<file path="config.mk">
export PLATFORM = sky130hd
export DESIGN_NAME = uart_frame_ctrl
export DESIGN_NICKNAME = d
export VERILOG_FILES = /design/src/rtl/uart_frame_pkg.sv /design/src/rtl/uart_frame_timeout.sv /design/src/rtl/uart_frame_ctrl.sv
export SDC_FILE = /design/constraint.sdc
export NUM_CORES = 1
export LEC_CHECK = 0
export ABC_AREA = 1
export BUFFER_PORTS_ARGS = -buffer_cell sky130_fd_sc_hd__buf_2
export CORE_ASPECT_RATIO = 0.7
export CORE_UTILIZATION = 40
export CTS_CLUSTER_SIZE = 40
export DETAILED_ROUTE_END_ITERATION = 10
export PLACE_DENSITY = 0.59
export SLEW_MARGIN = 20
export SYNTH_ARGS = -nofsm -noshare
export SYNTH_HDL_FRONTEND = slang
export SYNTH_SLANG_ARGS = --single-unit
export TNS_END_PERCENT = 10
</file>
<file path="constraint.sdc">
create_clock -name clk -period 3.41 [get_ports clk]
set_clock_uncertainty 0.15 [all_clocks]
set_input_delay 0.1705 -clock clk [delete_from_list [all_inputs] [get_ports clk]]
set_output_delay 0.1705 -clock clk [all_outputs]
set_load 0.1 [all_outputs]
</file>
<file path="src/rtl/uart_frame_pkg.sv">
// Shared types and constants for the UART command-frame sequencer.
// Frame on the wire: SYNC, OPCODE, ARG_HI, ARG_LO, CHK (XOR of the middle three bytes).
package uart_frame_pkg;

  typedef enum logic [2:0] {
    IDLE   = 3'd0,
    OPC    = 3'd1,
    ARG_HI = 3'd2,
    ARG_LO = 3'd3,
    CHK    = 3'd4
  } state_t;

  localparam logic [7:0] SYNC_BYTE_DEF = 8'hA5;
  localparam int         FRAME_BYTES   = 5;

endpackage

</file>
<file path="src/rtl/uart_frame_timeout.sv">
// Inter-byte watchdog: counts clocks since the last byte while a frame is open.
// o_expire is high for one cycle, on the cycle the count reaches TIMEOUT_CLKS-1 with no byte present.
module uart_frame_timeout #(
  parameter int TIMEOUT_CLKS = 10400,
  localparam int TW = $clog2(TIMEOUT_CLKS)
) (
  input  logic clk,
  input  logic rst,
  input  logic i_en,
  input  logic i_clear,
  output logic o_expire
);

  localparam logic [TW-1:0] LAST = TW'(TIMEOUT_CLKS - 1);

  logic [TW-1:0] r_timer;

  // A byte arriving on the expiry cycle suppresses the expiry.
  assign o_expire = i_en & ~i_clear & (r_timer == LAST);

  always_ff @(posedge clk or posedge rst) begin
    if (rst) begin
      r_timer <= '0;
    end else if (!i_en || i_clear || o_expire) begin
      r_timer <= '0;
    end else begin
      r_timer <= r_timer + TW'(1);
    end
  end

endmodule

</file>
<file path="src/rtl/uart_frame_ctrl.sv">
// Assembles uart_rx bytes into 5-byte command frames, checks the XOR checksum,
// enforces the inter-byte timeout and reports good/errored frames.
module uart_frame_ctrl
  import uart_frame_pkg::*;
#(
  parameter logic [7:0] SYNC_BYTE    = SYNC_BYTE_DEF,
  parameter int         TIMEOUT_CLKS = 10400,
  parameter int         CNT_W        = 8
) (
  input  logic             clk,
  input  logic             rst,
  input  logic [7:0]       rx_data,
  input  logic             rx_valid,
  output logic             cmd_valid,
  output logic [7:0]       cmd_opcode,
  output logic [15:0]      cmd_arg,
  output logic             err_chk,
  output logic             err_timeout,
  output logic             busy,
  output logic [CNT_W-1:0] good_cnt,
  output logic [CNT_W-1:0] err_cnt,
  output logic [2:0]       dbg_state
);

  state_t           r_state;
  state_t           w_state_next;
  logic [7:0]       r_opc;
  logic [7:0]       r_arg_hi;
  logic [7:0]       r_arg_lo;
  logic [7:0]       r_chk_acc;
  logic             r_cmd_valid;
  logic [7:0]       r_cmd_opcode;
  logic [15:0]      r_cmd_arg;
  logic             r_err_chk;
  logic             r_err_timeout;
  logic [CNT_W-1:0] r_good_cnt;
  logic [CNT_W-1:0] r_err_cnt;
  logic             w_busy;
  logic             w_expire;
  logic             w_chk_ok;
  logic             w_chk_bad;

  assign w_busy = (r_state != IDLE);

  uart_frame_timeout #(
    .TIMEOUT_CLKS(TIMEOUT_CLKS)
  ) u_timeout (
    .clk     (clk),
    .rst     (rst),
    .i_en    (w_busy),
    .i_clear (rx_valid),
    .o_expire(w_expire)
  );

  always_ff @(posedge clk or posedge rst) begin
    if (rst) begin
      r_state <= IDLE;
    end else begin
      r_state <= w_state_next;
    end
  end

  // SYNC is only special in IDLE; inside a frame it is ordinary payload.
  always_comb begin
    w_state_next = r_state;
    if (w_expire) begin
      w_state_next = IDLE;
    end else if (rx_valid) begin
      case (r_state)
        IDLE:    if (rx_data == SYNC_BYTE) w_state_next = OPC;
        OPC:     w_state_next = ARG_HI;
        ARG_HI:  w_state_next = ARG_LO;
        ARG_LO:  w_state_next = CHK;
        CHK:     w_state_next = IDLE;
        default: w_state_next = IDLE;
      endcase
    end
  end

  always_comb begin
    w_chk_ok  = 1'b0;
    w_chk_bad = 1'b0;
    if (r_state == CHK && rx_valid) begin
      if (rx_data == r_chk_acc) w_chk_ok  = 1'b1;
      else                      w_chk_bad = 1'b1;
    end
  end

  always_ff @(posedge clk or posedge rst) begin
    if (rst) begin
      r_opc     <= '0;
      r_arg_hi  <= '0;
      r_arg_lo  <= '0;
      r_chk_acc <= '0;
    end else if (w_expire) begin
      r_opc     <= '0;
      r_arg_hi  <= '0;
      r_arg_lo  <= '0;
      r_chk_acc <= '0;
    end else if (rx_valid) begin
      case (r_state)
        OPC: begin
          r_opc     <= rx_data;
          r_chk_acc <= rx_data;
        end
        ARG_HI: begin
          r_arg_hi  <= rx_data;
          r_chk_acc <= r_chk_acc ^ rx_data;
        end
        ARG_LO: begin
          r_arg_lo  <= rx_data;
          r_chk_acc <= r_chk_acc ^ rx_data;
        end
        default: ;
      endcase
    end
  end

  // Decoded fields only move together with the cmd_valid strobe.
  always_ff @(posedge clk or posedge rst) begin
    if (rst) begin
      r_cmd_valid   <= 1'b0;
      r_err_chk     <= 1'b0;
      r_err_timeout <= 1'b0;
      r_cmd_opcode  <= '0;
      r_cmd_arg     <= '0;
      r_good_cnt    <= '0;
      r_err_cnt     <= '0;
    end else begin
      r_cmd_valid   <= w_chk_ok;
      r_err_chk     <= w_chk_bad;
      r_err_timeout <= w_expire;
      if (w_chk_ok) begin
        r_cmd_opcode <= r_opc;
        r_cmd_arg    <= {r_arg_hi, r_arg_lo};
        r_good_cnt   <= r_good_cnt + CNT_W'(1);
      end
      if (w_chk_bad || w_expire) begin
        r_err_cnt <= r_err_cnt + CNT_W'(1);
      end
    end
  end

  assign cmd_valid   = r_cmd_valid;
  assign cmd_opcode  = r_cmd_opcode;
  assign cmd_arg     = r_cmd_arg;
  assign err_chk     = r_err_chk;
  assign err_timeout = r_err_timeout;
  assign busy        = w_busy;
  assign good_cnt    = r_good_cnt;
  assign err_cnt     = r_err_cnt;
  assign dbg_state   = r_state;

endmodule

</file>
==> results.py, run 1 <==
metrics = {
    "route": {
        "met2_length_mm": 4.03,
        "route.detailed.drc": 6,
        "wl_per_cell_um": 13.0,
        "vias": 3395,
        "met1_length_mm": 4.50,
        "ant_nets": 0,
        "first_iter_violations": 213,
        "drt_wl_total_mm": 9.06,
        "drt_first_pass_iters": 7,
        "routed-wl-met3_um": 429,
        "vias_per_cell": 4.86,
        "routed.top_layer": "met4",
    },
    "setup_path": {
        "worst-path-buf-inv": 2,
        "crit_chain": "ha_1 -> nand2_1 -> nor2_4 -> inv_2 -> nor2_4 -> nand3_4 -> nand2_2 -> inv_2 -> nand2_1 -> o21ai_2",
        "critPathLaunchType": "flip-flop",
        "reg2reg_slack_ns": 1.25,
        "crit_fanout": 33,
        "arrival_ns": 2.23,
        "crit_path_end_kind": "flip-flop",
        "critPathMaxStageDelay_ns": 0.38,
        "worstPathRequired_ns": 3.48,
        "critPathTopFamily": "simple AND/OR/NAND/NOR gates",
        "slowest_stage": "dfrtp_1",
        "critPathKind": "reg2reg",
    },
    "synth": {
        "synth_cells": 498,
        "yosys_warnings": 0,
        "synth_area_leaders": "dfrtp_1, nand2_1, inv_1",
        "synthFlopType": "dfrtp_1",
        "synthDistinctLibCells": 31,
        "ys_ff_latch": 92,
        "synth.net_count": 512,
        "synth.top_cell.area_share_pct": 54.0,
        "synth_top_area_cell": "dfrtp_1",
        "synth_seq_area_share_pct": 54.0,
        "synth.avg_cell_area_um2": 8.56,
        "netlist_area_um2": 4260,
        "synth-edff-count": 0,
        "async_flop_share_pct": 100,
    },
    "run_status": {
        "status": "finished, violations left",
        "failed_checks": "DRC",
    },
    "placed_design": {
        "port_buffers": 57,
        "dp_hpwl_mm": 6.28,
        "globalplace.congestion": 0.834,
        "dp_cells": 675,
    },
    "final_layout": {
        "final_cell_mix": "nand2_1, dfrtp_1, buf_2",
        "num_antenna_cells": 0,
        "final_common_cell": "nand2_1",
        "layout-drive-gt1-share_pct": 20.5,
        "instances_no_fill": 698,
        "nets": 575,
        "syn_to_final_growth_pct": 17.1,
    },
    "sta": {
        "hold_viol": 0,
        "final_max_slew_viol_count": 0,
        "tightest_slew_ns": 0.574,
        "finalCriticalPeriod_ns": 2.16,
        "finalCritPeriodShare_pct": 63.3,
        "rsz0062_at_grt": "no",
        "max_freq_ghz": 0.463,
        "final.setup.tns_ns": 0,
        "setup_violations": 0,
        "maxSlewHeadroom_pct": 61.6,
    },
    "floorplanning": {
        "die-area_um2": 11100,
        "fp.dieW_um": 125,
        "initial_utilization_pct": 41.2,
        "ioPinCount": 58,
        "num_rows": 31,
        "die_h_um": 88.4,
        "core_area_um2": 10400,
    },
    "clock_network": {
        "clk_path_buf_depth": 2,
        "root_buffer": "clkbuf_16",
        "htree_levels": 3,
        "clk_pin_slew_ns": 0.06,
        "cts.sinks": 92,
        "insertion_delay_ns": 0.34,
        "cts_buffers": 9,
        "cts_hold_buffers": 7,
        "postCtsSetupBuffers": 0,
        "cts_tree": "built",
        "cts_resized": 0,
    },
    "power": {
        "powerDensity_nw_per_um2": 675,
        "p_leak_nw": 2.65,
        "ir_drop_v": 0.000657,
    },
    "run": {
        "drv_cap": 0,
    },
    "grt": {
        "grt_pass1_wl_mm": 15.4,
        "grt_pass1_vias": 3153,
        "grt_max_degree": 93,
        "grt_antenna_before_repair": 0,
        "grtUsageTotal_pct": 17.8,
        "overflow": 0,
    },
    "min_path": {
        "holdCritPathClass": "in2reg",
    },
}
## cells in the mapped netlist (2+ instances only)
cell type,n
nor3b_1,2
nor2_2,2
xnor2_1,10
inv_1,38
o21ai_2,16
inv_2,8
nand4_1,8
o21ai_0,22
clkbuf_1,2
nand3_1,22
buf_2,6
nor2_1,26
nor2_4,3
ha_1,3
nand2_1,185
buf_6,4
dfrtp_1,92
nor3_1,5
nand2_2,7
xor2_1,6
a21oi_1,15
o22ai_1,7
## metal layers
metal,global-route usage [%],vias to the layer above
li1,-,1709
met1,24.8,1603
met2,27.6,74
met3,4.41,9
met4,5.32,0
met5,0,-
## state kept, by name, indices dropped and copies added (netlist names)
register and count:
r_opc 8, err_cnt 8, r_chk_acc 8, r_arg_hi 8, cmd_arg 16, dbg_state 3, cmd_valid 1, good_cnt 8
r_arg_lo 8, err_chk 1, u_timeout.r_timer 14, cmd_opcode 8, err_timeout 1
## where the power goes
group	total, mW	leakage, nW	internal, mW	switching, mW
Combinational	0.971	1.29	0.266	0.704
Sequential	1.47	1.21	1.32	0.152
Clock	0.933	0.140	0.498	0.435
## metrics by stage
step | hold slack, ns | utilization [%] | power (mW) | instance area (um2) | setup slack (ns)
2_1_floorplan | 0.174 | - | 2.27 | 4260 | 0.698
3_3_place_gp | 0.169 | 44.9 | 2.43 | 4650 | 1.37
3_5_place_dp | 0.180 | 44.9 | 2.45 | 4650 | 1.25
4_1_cts | 0.00154 | 48.2 | 3.41 | 4990 | 1.24
5_1_grt | 0.0382 | 48.2 | 3.59 | 4990 | 1.03
6_report | 0.0111 | 48.2 | 3.37 | 4990 | 1.25
## worst reg2reg max path: stages (launching register included)
cell	delay (ns)
dfrtp_1	0.38
ha_1	0.23
nand2_1	0.12
nor2_4	0.14
inv_2	0.07
nor2_4	0.14
nand3_4	0.31
nand2_2	0.17
inv_2	0.16
nand2_1	0.12
o21ai_2	0.05
## area by class of cell
| type | instances | area [um2] |
|---|---|---|
| sequential | 92 | 2300 |
| multi-input combinational | 346 | 1690 |
| tap | 132 | 165 |
| inverter | 46 | 174 |
| clock inverter | 7 | 50.0 |
| timing repair buffer | 66 | 383 |
| clock buffer | 9 | 225 |
| fill | 997 | 5360 |
## final timing paths
| check | startpoint | end | cells past startpoint |
|---|---|---|---|
| min in group asynchronous | rst | good_cnt[1] | 4 |
| worst max register to register | u_timeout.r_timer[0] | r_opc[6] | 10 |
| worst max-delay path | u_timeout.r_timer[0] | r_opc[6] | 10 |
| max in group asynchronous | rst | r_opc[6] | 4 |
| worst min-delay path | rx_data[2] | r_chk_acc[2] | 3 |
| worst min register to register | cmd_arg[9] | cmd_arg[9] | 2 |
## cell families after synthesis
family                     share of synthesized area (%)
AOI/OAI and AO/OA                                   8.83
DFF                                                 54.0
adders and majority gates                          0.880
xor gates and xnor gates                            3.29
buffers and inverters                               6.28
and+or+nand+nor                                     26.7
Power figures use the tool's default switching activity.
==> inputs of run 2 (changes only) <==
ABC_AREA = 0   (was 1)
clock period = 2.2 ns   (was 3.41 ns; I/O delays follow)
==> results.py, run 2 <==
metrics = {
    "final_layout": {
        "num_antenna_cells": 0,
        "largest_reg_flops": 16,
        "syn_to_final_growth_pct": 22.0,
        "final_common_cell": "dfrtp_1",
        "nets": 462,
        "layout-drive-gt1-share_pct": 26.9,
        "final_cell_mix": "dfrtp_1, nand2_1, buf_2",
    },
    "grt": {
        "grt_pass1_wl_mm": 14.2,
        "grt_pass1_vias": 2789,
        "grt_max_degree": 38,
        "grt_antenna_before_repair": 0,
        "overflow": 0,
        "grtUsageTotal_pct": 17.9,
    },
    "synth": {
        "synth_area_leaders": "dfrtp_1, nand2_1, mux2_2",
        "synth_cells": 371,
        "synth_seq_area_share_pct": 57.6,
        "synth.top_cell.area_share_pct": 57.6,
        "async_flop_share_pct": 100,
        "synthDistinctLibCells": 39,
        "netlist_area_um2": 4000,
        "synth.avg_cell_area_um2": 10.8,
        "synth.net_count": 385,
        "synthFlopType": "dfrtp_1",
        "synth_most_common_cell": "dfrtp_1",
        "synth_top_area_cell": "dfrtp_1",
        "yosys_warnings": 0,
        "synth-edff-count": 0,
        "synth_commonest_cells": "dfrtp_1, nand2_1, nor2_1",
        "ys_ff_latch": 92,
    },
    "clock_network": {
        "clk_pin_slew_ns": 0.06,
        "htree_levels": 3,
        "postCtsSetupBuffers": 0,
        "cts_resized": 0,
        "root_buffer": "clkbuf_16",
        "clk_path_buf_depth": 2,
        "cts.sinks": 92,
        "cts_buffers": 9,
        "insertion_delay_ns": 0.34,
        "cts_tree": "built",
    },
    "power": {
        "ir_drop_v": 0.00116,
        "p_leak_nw": 2.45,
        "powerDensity_nw_per_um2": 1080,
    },
    "floorplanning": {
        "fp.dieW_um": 121,
        "core_area_um2": 9680,
        "ioPinCount": 58,
        "die-area_um2": 10400,
        "num_rows": 30,
        "die_h_um": 85.6,
        "initial_utilization_pct": 41.3,
    },
    "sta": {
        "hold_slack_ns": 0.0299,
        "final_max_slew_viol_count": 0,
        "hold_viol": 0,
        "final.setup.tns_ns": 0,
        "finalCritPeriodShare_pct": 95.6,
        "tightest_slew_ns": 0.584,
        "setup_violations": 0,
        "rsz0062_at_grt": "yes",
        "max_freq_ghz": 0.475,
        "maxSlewHeadroom_pct": 61.0,
        "finalCriticalPeriod_ns": 2.10,
    },
    "setup_path": {
        "arrival_ns": 2.18,
        "critPathTopFamily": "buffers and inverters",
        "crit_fanout": 23,
        "critPathKind": "in2reg",
        "rr_endpoint": "r_arg_lo[6]",
        "crit_chain": "dlygate4sd3_1 -> buf_2 -> xnor2_1 -> nand4_1 -> or3_4 -> inv_2 -> buf_12 -> mux2_2",
        "critPathMaxStageDelay_ns": 0.53,
        "critPathLaunchType": "input pin",
        "reg2regPathDepth": 7,
        "r2r_start": "u_timeout.r_timer[0]",
        "worst-path-buf-inv": 4,
        "slowest_stage": "dlygate4sd3_1",
        "worstPathRequired_ns": 2.27,
        "reg2reg_slack_ns": 0.17,
        "crit_path_end_kind": "flip-flop",
    },
    "route": {
        "vias": 2794,
        "vias_per_cell": 4.81,
        "drt_first_pass_iters": 4,
        "wl_per_cell_um": 14.5,
        "drt_wl_total_mm": 8.43,
        "first_iter_violations": 118,
        "ant_nets": 0,
        "route.detailed.drc": 0,
    },
    "run_status": {
        "status": "complete, no violations",
    },
    "run": {
        "drv_cap": 0,
    },
    "min_path": {
        "holdCritPathClass": "in2reg",
        "hold_end": "dbg_state[0]",
        "worstHoldStart": "rx_valid",
        "holdPathStages": 3,
    },
    "placed_design": {
        "globalplace.congestion": 0.794,
        "dp_hpwl_mm": 6.01,
        "port_buffers": 57,
    },
}
[run 2: worst register-to-register path, delay by kind of cell (launching register included)]
family / cells / cell delay, ns
buf+inv: 2 / 0.58
flops: 1 / 0.40
compound gates: 1 / 0.15
simple gates: 3 / 0.44
fa+ha+maj: 1 / 0.24
[run 2: cells by family (layout without fill, tap and decap cells)]
group,count (synthesis),after routing,share of synthesized area [%]
mux,26,26,7.33
buf+inv,21,103,2.69
fa+ha+maj,3,3,0.940
compound gates,40,40,5.54
flops,92,92,57.6
simple gates,149,149,17.1
xor+xnor,40,40,8.77
[run 2: area by class of cell]
class / instances / area [um2]
well taps: 128 / 160
inverters: 8 / 33.8
repair buffers: 79 / 498
flip-flops and latches: 92 / 2300
fillers: 904 / 4810
clock inverters: 5 / 41.3
multi-input cells: 258 / 1590
clock buffers: 11 / 253
[run 2: worst max path at each step]
stage / endpoint / cells past startpoint / startpoint / slack (ns)
after floorplan: cmd_arg[10] / 7 / dbg_state[0] / -0.28
after global placement: err_cnt[1] / 6 / u_timeout.r_timer[10] / 0.18
after detailed placement: r_arg_lo[6] / 7 / u_timeout.r_timer[0] / 0.15
after CTS: cmd_arg[4] / 8 / rx_data[2] / 0.11
after global routing: r_arg_lo[6] / 7 / u_timeout.r_timer[0] / -0.03
final: cmd_arg[4] / 8 / rx_data[2] / 0.1
[run 2: what timing repair did]
| item | in CTS | in global routing |
|---|---|---|
| hold buffers | 4 | 0 |
| setup endpoints to repair | 0 | 5 |
| hold endpoints to repair | 31 | 0 |
[run 2: power breakdown]
part	total [mW]	internal, mW	switching [mW]
logic	1.51	0.470	1.04
registers	2.27	2.03	0.233
clock network	1.51	0.842	0.666
[run 2: per-stage QoR]
stage               power [mW]  setup WS [ns]  cell area, um2  instances  utilization (%)
finish                    5.28         0.0963            4870        581             50.3
global route              5.61        -0.0335            4870        581             50.3
CTS                       5.34          0.108            4870        581             50.3
detailed placement        3.81          0.152            4540        561             46.9
global placement          3.78          0.180            4540        561             46.9
floorplan                 3.43         -0.277            4000        371                -
[run 2: per-layer routing]
layer | global-route usage [%] | vias up | routed length, um
li1 | - | 1387 | -
met1 | 25.6 | 1336 | 4240
met2 | 26.2 | 57 | 3650
met3 | 5.32 | 14 | 424
met4 | 5.39 | 0 | 112
met5 | 0 | - | 0
